===== config.mk =====
export PLATFORM = sky130hd
export DESIGN_NAME = mac_feeder
export DESIGN_NICKNAME = d
export VERILOG_FILES = /design/src/rtl/mac_feeder.sv
export SDC_FILE = /design/constraint.sdc
export NUM_CORES = 1
export LEC_CHECK = 0
export ABC_AREA = 1
export CAP_MARGIN = 20
export CORE_UTILIZATION = 40
export CTS_BUF_LIST = sky130_fd_sc_hd__clkbuf_4 sky130_fd_sc_hd__clkbuf_8
export CTS_CLUSTER_DIAMETER = 150
export DETAILED_ROUTE_END_ITERATION = 10
export GPL_TIMING_DRIVEN = 1
export PLACE_DENSITY = 0.89
export SYNTH_ARGS = -nofsm -noshare
export SYNTH_HDL_FRONTEND = slang
export SYNTH_SLANG_ARGS = --single-unit
export TNS_END_PERCENT = 20

===== constraint.sdc =====
create_clock -name clk -period 1.4 [get_ports clk]
set_input_delay 0.42 -clock clk [delete_from_list [all_inputs] [get_ports clk]]
set_output_delay 0.42 -clock clk [all_outputs]
set_load 0.01 [all_outputs]

===== src/rtl/mac_feeder.sv =====
// mac_feeder
// Sequencer stage in front of a single registered MAC cell. A job of K
// data/weight pairs is requested with start/len. The MAC is cleared for one
// cycle, each pair is then presented with mac_control asserted, and the final
// accumulator value is returned on a valid/ready result port.
//
// Ports:
//   clk, reset          clock, asynchronous active-low reset
//   start, len          job request and pair count (sampled in IDLE only)
//   busy                high whenever the sequencer is not idle
//   in_valid/in_ready   operand stream handshake, in_data/in_wt operands
//   mac_data, mac_wt    registered operands to the MAC
//   mac_control         registered MAC accumulate enable
//   mac_clear           MAC synchronous clear (decoded from state)
//   mac_acc             MAC accumulator output
//   res_valid/res_ready result handshake, res_data registered dot product
module mac_feeder #(
  parameter int DATA_WIDTH = 8,
  parameter int ACC_WIDTH  = 24,
  parameter int LEN_WIDTH  = 8
) (
  input  logic                  clk,
  input  logic                  reset,
  input  logic                  start,
  input  logic [LEN_WIDTH-1:0]  len,
  output logic                  busy,
  input  logic                  in_valid,
  output logic                  in_ready,
  input  logic [DATA_WIDTH-1:0] in_data,
  input  logic [DATA_WIDTH-1:0] in_wt,
  output logic [DATA_WIDTH-1:0] mac_data,
  output logic [DATA_WIDTH-1:0] mac_wt,
  output logic                  mac_control,
  output logic                  mac_clear,
  input  logic [ACC_WIDTH-1:0]  mac_acc,
  output logic                  res_valid,
  input  logic                  res_ready,
  output logic [ACC_WIDTH-1:0]  res_data
);

  typedef enum logic [2:0] {
    S_IDLE   = 3'd0,
    S_CLEAR  = 3'd1,
    S_RUN    = 3'd2,
    S_DRAIN1 = 3'd3,
    S_DRAIN2 = 3'd4,
    S_RESULT = 3'd5
  } state_t;

  state_t                state_r;
  state_t                state_next_s;
  logic [LEN_WIDTH-1:0]  remaining_r;
  logic [LEN_WIDTH-1:0]  remaining_next_s;
  logic [DATA_WIDTH-1:0] data_next_s;
  logic [DATA_WIDTH-1:0] wt_next_s;
  logic                  control_next_s;
  logic [ACC_WIDTH-1:0]  res_next_s;
  logic                  take_s;

  // in_ready is registered as "state is RUN", so a transfer is RUN && in_valid.
  assign take_s = (state_r == S_RUN) && in_valid;

  // The MAC clear is the only output decoded straight from the state.
  assign mac_clear = (state_r == S_CLEAR);

  // Next-state and next-output decode.
  always_comb begin
    state_next_s     = state_r;
    remaining_next_s = remaining_r;
    data_next_s      = mac_data;
    wt_next_s        = mac_wt;
    control_next_s   = 1'b0;
    res_next_s       = res_data;
    case (state_r)
      S_IDLE: begin
        if (start) begin
          remaining_next_s = len;
          state_next_s     = S_CLEAR;
        end else begin
          state_next_s     = S_IDLE;
        end
      end
      S_CLEAR: begin
        if (remaining_r != {LEN_WIDTH{1'b0}}) begin
          state_next_s = S_RUN;
        end else begin
          state_next_s = S_DRAIN1;
        end
      end
      S_RUN: begin
        if (take_s) begin
          data_next_s      = in_data;
          wt_next_s        = in_wt;
          control_next_s   = 1'b1;
          remaining_next_s = remaining_r - LEN_WIDTH'(1);
          if (remaining_r == LEN_WIDTH'(1)) begin
            state_next_s = S_DRAIN1;
          end else begin
            state_next_s = S_RUN;
          end
        end else begin
          // No transfer: operands hold, MAC holds through its feedback path.
          control_next_s = 1'b0;
        end
      end
      S_DRAIN1: begin
        // The last pair is being accumulated by the MAC during this cycle.
        state_next_s = S_DRAIN2;
      end
      S_DRAIN2: begin
        // MAC output now includes the final pair.
        res_next_s   = mac_acc;
        state_next_s = S_RESULT;
      end
      S_RESULT: begin
        if (res_ready) begin
          state_next_s = S_IDLE;
        end else begin
          state_next_s = S_RESULT;
        end
      end
      default: begin
        state_next_s = S_IDLE;
      end
    endcase
  end

  // State, job counter and registered outputs.
  always_ff @(posedge clk or negedge reset) begin
    if (!reset) begin
      state_r     <= S_IDLE;
      remaining_r <= {LEN_WIDTH{1'b0}};
      mac_data    <= {DATA_WIDTH{1'b0}};
      mac_wt      <= {DATA_WIDTH{1'b0}};
      mac_control <= 1'b0;
      res_data    <= {ACC_WIDTH{1'b0}};
      busy        <= 1'b0;
      in_ready    <= 1'b0;
      res_valid   <= 1'b0;
    end else begin
      state_r     <= state_next_s;
      remaining_r <= remaining_next_s;
      mac_data    <= data_next_s;
      mac_wt      <= wt_next_s;
      mac_control <= control_next_s;
      res_data    <= res_next_s;
      busy        <= (state_next_s != S_IDLE);
      in_ready    <= (state_next_s == S_RUN);
      res_valid   <= (state_next_s == S_RESULT);
    end
  end

endmodule

-- Word level (Yosys, flattened, before mapping)
Index checks and enable logic that the tools add are counted.
Widths: inputs -> output; s select.
- flip-flop bits (word level): 55
- latch bits: 0
- memory bits (writable): 0
- ROM bits: 0
- memories kept: 0
- add/subtract/negate cells: 1
- multiply operators: 0
- divide/modulo/power cells: 0
- magnitude comparators: 0
- equality and inequality tests: 10
- shifts and indexed selects: 0
- multiplexer cells: 11
- bitwise gates (word level): 0
- reductions and logical operators: 7
- operator list (cell ; count):
    $pmux 3 s6 ; 1
    $mux 8 ; 2
    $pmux 8 s2 ; 1
    $eq 3x2->1 const B ; 3
    $eq 3x3->1 const B ; 3
    $eq 8x1->1 const B ; 1
    $reduce_bool 8->1 ; 1
    $sub 8x1->8 const B ; 1
    $mux 3 ; 2
    $mux 1 ; 5
    $ne 2x2->1 const B ; 2
    $eq 3x1->1 const B ; 1
    $logic_not 3->1 ; 1
    $reduce_and 3->1 ; 1
    $reduce_bool 3->1 ; 1
    $reduce_and 2->1 ; 1
    $reduce_bool 2->1 ; 1
    $logic_and 1x1->1 ; 1

-- Longest topological paths before layout
- depth in word-level cells: 5
- mapped depth: 10

-- Worst setup path before layout
No wires, ideal clock.
- path kind: register to register
- from: register state_r[0]
- to: register res_data[10]
- library setup time: 0.125 ns
- arrival: 1.139 ns
- data required time: 1.275 ns
- slack: 0.136 ns
- stages on the path, launching flop included: 5
- buffers on the path: 1
- period minus slack after synthesis: 1.264 ns
- path through: dfrtp_1 -> nor2_2 -> nand2_2 -> buf_6 -> mux2_2
- cells in the longest elaborated chain, start to end: 1
- ends and longest elaborated chain (item ; line ; source):
    start, declared ; 50 ; state_t state_r;
    start signal, assigned ; 141 ; state_r <= state_next_s;
    $eq 3x3->1 ; 74 ; case (state_r)
    end signal, assigned ; 136 ; res_data <= {ACC_WIDTH{1'b0}};
    end signal, assigned ; 146 ; res_data <= res_next_s;
    end, declared ; 38 ; output logic [ACC_WIDTH-1:0] res_data
Every way passes these cells.
A chain may end at the register's enable or synchronous reset.

-- Final worst setup path
- from: register state_r[2]
- to: register remaining_r[1]
- cells in the longest elaborated chain, start to end: 4
- elaborated cells between the ends (all ways): 8
- those cells by class: 3 x eq/ne; 1 x mux; 4 x reduce/logical
- ends and longest elaborated chain (item ; line ; source):
    $eq 3x2->1 ; 61, 74 ;
    $logic_and 1x1->1 ; 61 ; assign take_s = (state_r == S_RUN) && in_valid;
    $ne 2x2->1 (no line) ; -- ;
    $reduce_and 3->1 (no line) ; -- ;
    end signal, assigned ; 132 ; remaining_r <= {LEN_WIDTH{1'b0}};
    end signal, assigned ; 142 ; remaining_r <= remaining_next_s;
    end, declared ; 52 ; logic [LEN_WIDTH-1:0] remaining_r;
Parallel ways exist; a longest one is shown, timed or not.

==> summary.md <==
| Metric | Value |
|---|---|
| Vias in the first global route | `approximately 1,900` |
| Post-synthesis mux area share | `11.1%` |
| Fin crit period | `between 1000 and 1500 ps` |
| Synthesized area | `approximately 2400 µm²` |
| Met1 usage | `between 20% and 30%` |
| Post-Route WL | `roughly 5.6 mm` |
| Hold/Removal Path Class | `input port to async pin` |
| Register area | `about 1400 µm²` |
| CTS buffer count | `5` |
| Max incr delay on CP | `410 ps` |
| ANT nets after route | `0` |
| Netlist cell types | `22` |
| Pleak | `about 1.8 nW` |
| CTS Buffer Depth | `2` |
| Total number of vias | `between 2,000 and 2,500` |
| Diode count | `0` |
| Drt first pass iters | `4` |
| Final hold vios | `0` |
| Synth Area in Adders | `about 1.5%` |
| Slew Viols, Final | `0` |
| Skew final | `slightly above 10 ps` |
| Multi-input logic area | `between 900 and 1000 µm²` |
| Nets@finish | `around 430` |
| Setup crit start kind | `flop` |
| Clock latency on the worst-skew pair | `~300 ps` |
| Setup violators final | `5` |
| Hpwl dp | `about 4.1 mm` |
| Worst Path Class, Setup | `flop to flop` |
| Largest net degree at the start of global routing | `32` |
| Die width | `80.1 µm` |
| Layout cells sized above 1 | `roughly 22%` |
| Total power | `just under 8 mW` |
| CP arrival | `between 1500 and 2000 ps` |
| Wire per inst | `between 10 and 15 µm` |
| PwrDens | `between 2000 and 2500 nW/µm²` |
| Grt total ovfl | `0` |
| Die height | `about 80 µm` |
| Initial antenna violation count | `0` |
| Hold_buf cts | `0` |
| Routability cong. | `around 0.78` |
| Synth area leaders | `dfrtp_1, nand2_1, mux2_2` |
| Largest area contributor in the netlist | `dfrtp_1` |
| Sequential-to-total area share from yosys stat | `a little under three fifths` |
| H-tree levels | `2` |
| Post-Synthesis Cells | `approximately 250` |
| Crit-path cells | `inv_2, buf_4, nand2_4, nor2_8, nand2_8, nand2_8, buf_4, nand2_1, o21ai_0` |
| Post-synthesis compound-gate area fraction | `2.67%` |
| Syn nets | `between 300 and 400` |
| Starting Density | `between 40% and 50%` |
| Fmax | `roughly 700 MHz` |
| Worst-Margin Slew | `372 ps` |
| Post-Synth XOR/XNOR Area | `0%` |
| Synth Register Bits | `55` |
| Via-to-Cell Ratio | `~4.7` |
| FP Rows | `28` |
| Drt drc | `0` |
| Total GRT Usage | `17.1%` |
| Final WS setup | `-31.4 ps` |
| Crit. End Element | `flop` |
| Slew HR | `75.2%` |
| Final hold slack | `99.0 ps` |
| CTS tree | `built` |
| Die area | `around 6400 µm²` |
| GR met2 Demand/Resource | `slightly below 30%` |
| Failing checks | `setup timing` |
| Root cell of the clock tree | `clkbuf_8` |
| Max Cap Violations | `0` |
| Met3 global-route usage | `under 10%` |
| Final core area utilization | `~64%` |
| Status | `complete, but fails checks` |
| Yosys Warn Count | `0` |
| Final worst path period share | `102%` |
| WP data required | `1620 ps` |
| Setup TNS | `-98.6 ps` |
| Total core area | `between 5000 and 6000 µm²` |
| IO Count | `a little under 100` |
| RSZ-0062 raised after global routing | `true` |
| CTS Sinks | `55` |
| Number of port buffers | `between 90 and 100` |
| Crit-path max FO | `7` |
| Synth Area in Simple Gates | `between 20% and 30%` |
| Mapped Avg Cell Area | `just under 10 µm²` |
| Fillers | `between 400 and 500` |
| Reg clk slew, reported paths | `90 ps` |
| Global-route wire length before repair | `8.46 mm` |
| Initial DRC Count | `a little over 80` |
| Layer with the highest usage | `met2` |
| Worst VDD drop | `between 0.0009 and 0.001 V` |
| Synth top area share | `56.4%` |
| Main combinational cell family by area after synthesis | `simple AND/OR/NAND/NOR gates` |
| Slowest cell on crit path | `dfrtp_1` |
| Area Growth Syn to Fin | `53.9%` |
## worst paths after layout
| kind | start | end | slack, ps | cells after the start |
|---|---|---|---|---|
| max reg2reg | state_r[2] | remaining_r[1] | -30 | 9 |
| min in group clk | mac_data[7] | mac_data[7] | 490 | 2 |
| max | state_r[2] | remaining_r[1] | -30 | 9 |
| min reg2reg | mac_data[7] | mac_data[7] | 490 | 2 |
| max in group asynchronous | reset | res_data[2] | 1000 | 2 |
| min | reset | in_ready | 100 | 2 |
## power breakdown
part | total (mW) | switching (mW) | internal [mW]
combinational | 3.97 | 1.96 | 2.00
sequential | 2.79 | 0.426 | 2.36
clock | 1.07 | 0.494 | 0.579
total | 7.82 | 2.88 | 4.94
## per-stage QoR
| stage | cell area (µm²) | setup slack [ps] | std cells |
|---|---|---|---|
| final | 3750 | -31.4 | 446 |
| after global routing | 3750 | -94.5 | 446 |
| after CTS | 3670 | -68.4 | 442 |
| after detailed placement | 3580 | -175 | 434 |
| after global placement | 3580 | -153 | 434 |
| after floorplan | 2440 | 136 | 253 |
## Yosys cell counts
master and n:
o21ai_0 9, nand3_1 12, inv_1 23, nand2_2 3, buf_4 2, nand3b_1 1
nand2_4 2, inv_2 1, or2_2 1, o21ai_1 1, nand2_1 92, inv_4 1
nor2_2 1, a21oi_1 3, dfrtp_1 55, clkinv_1 1, nor2_8 1, buf_2 1
mux2_2 24, nor2_1 13, buf_6 3, ha_1 3
## flip-flops by register name, summed over array words and instances (netlist names)
name	count
mac_control	1
mac_wt	8
busy	1
state_r	3
remaining_r	8
in_ready	1
res_valid	1
mac_data	8
res_data	24
## final cells by class
class	instances	share of cell area, %
sequential	55	36.7
timing repair buffer	115	29.3
multi-input combinational	167	25.7
inverter	26	2.73
tap	75	2.50
clock buffer	6	2.20
clock inverter	2	0.933
## worst max-delay path, delay by kind of cell, from the launching register on
family / cells / cell delay [ps]
simple gates: 5 / 540
compound gates: 1 / 80
flops: 1 / 410
buf+inv: 3 / 320
## kinds of logic after synthesis
logic type                 Yosys count
buffers and inverters               32
muxes                               24
AOI/OAI and AO/OA                   13
and+or+nand+nor                    126
DFF                                 55
adders and majority gates            3
## metal layers
layer  vias up  share of wire, %
met2        76                49
met3         9               7.0
li1       1026                 -
met4         0               1.8
met5         -                 0
met1       971                42
## placed cells by master, fill, tap and decap left out, types with 2 or more instances in the layout
| cell | n |
|---|---|
| nand2_1 | 92 |
| dfrtp_1 | 55 |
| clkdlybuf4s50_1 | 51 |
| clkdlybuf4s15_1 | 33 |
| mux2_2 | 24 |
| inv_1 | 19 |
| nor2_1 | 13 |
| buf_4 | 13 |
| clkbuf_2 | 11 |
| nand3_1 | 10 |
| o21ai_0 | 7 |
| clkbuf_8 | 6 |
| inv_2 | 5 |
| o21ai_1 | 3 |
| buf_12 | 3 |
| nand3_2 | 2 |
| nand2_4 | 2 |
| nand2_2 | 2 |
| nand2_8 | 2 |
| a21oi_1 | 2 |
| ha_1 | 2 |
| buf_2 | 2 |
## timing repair
item | CTS | global route
setup buffers | 0 | 2
endpoints found under the setup margin | 46 | 55
resized for setup | 72 | 50
pin swaps | 0 | 3
hold endpoints to repair | 0 | 0
gates cloned | 0 | 2
Note: power is estimated with default switching activity, not from simulation.
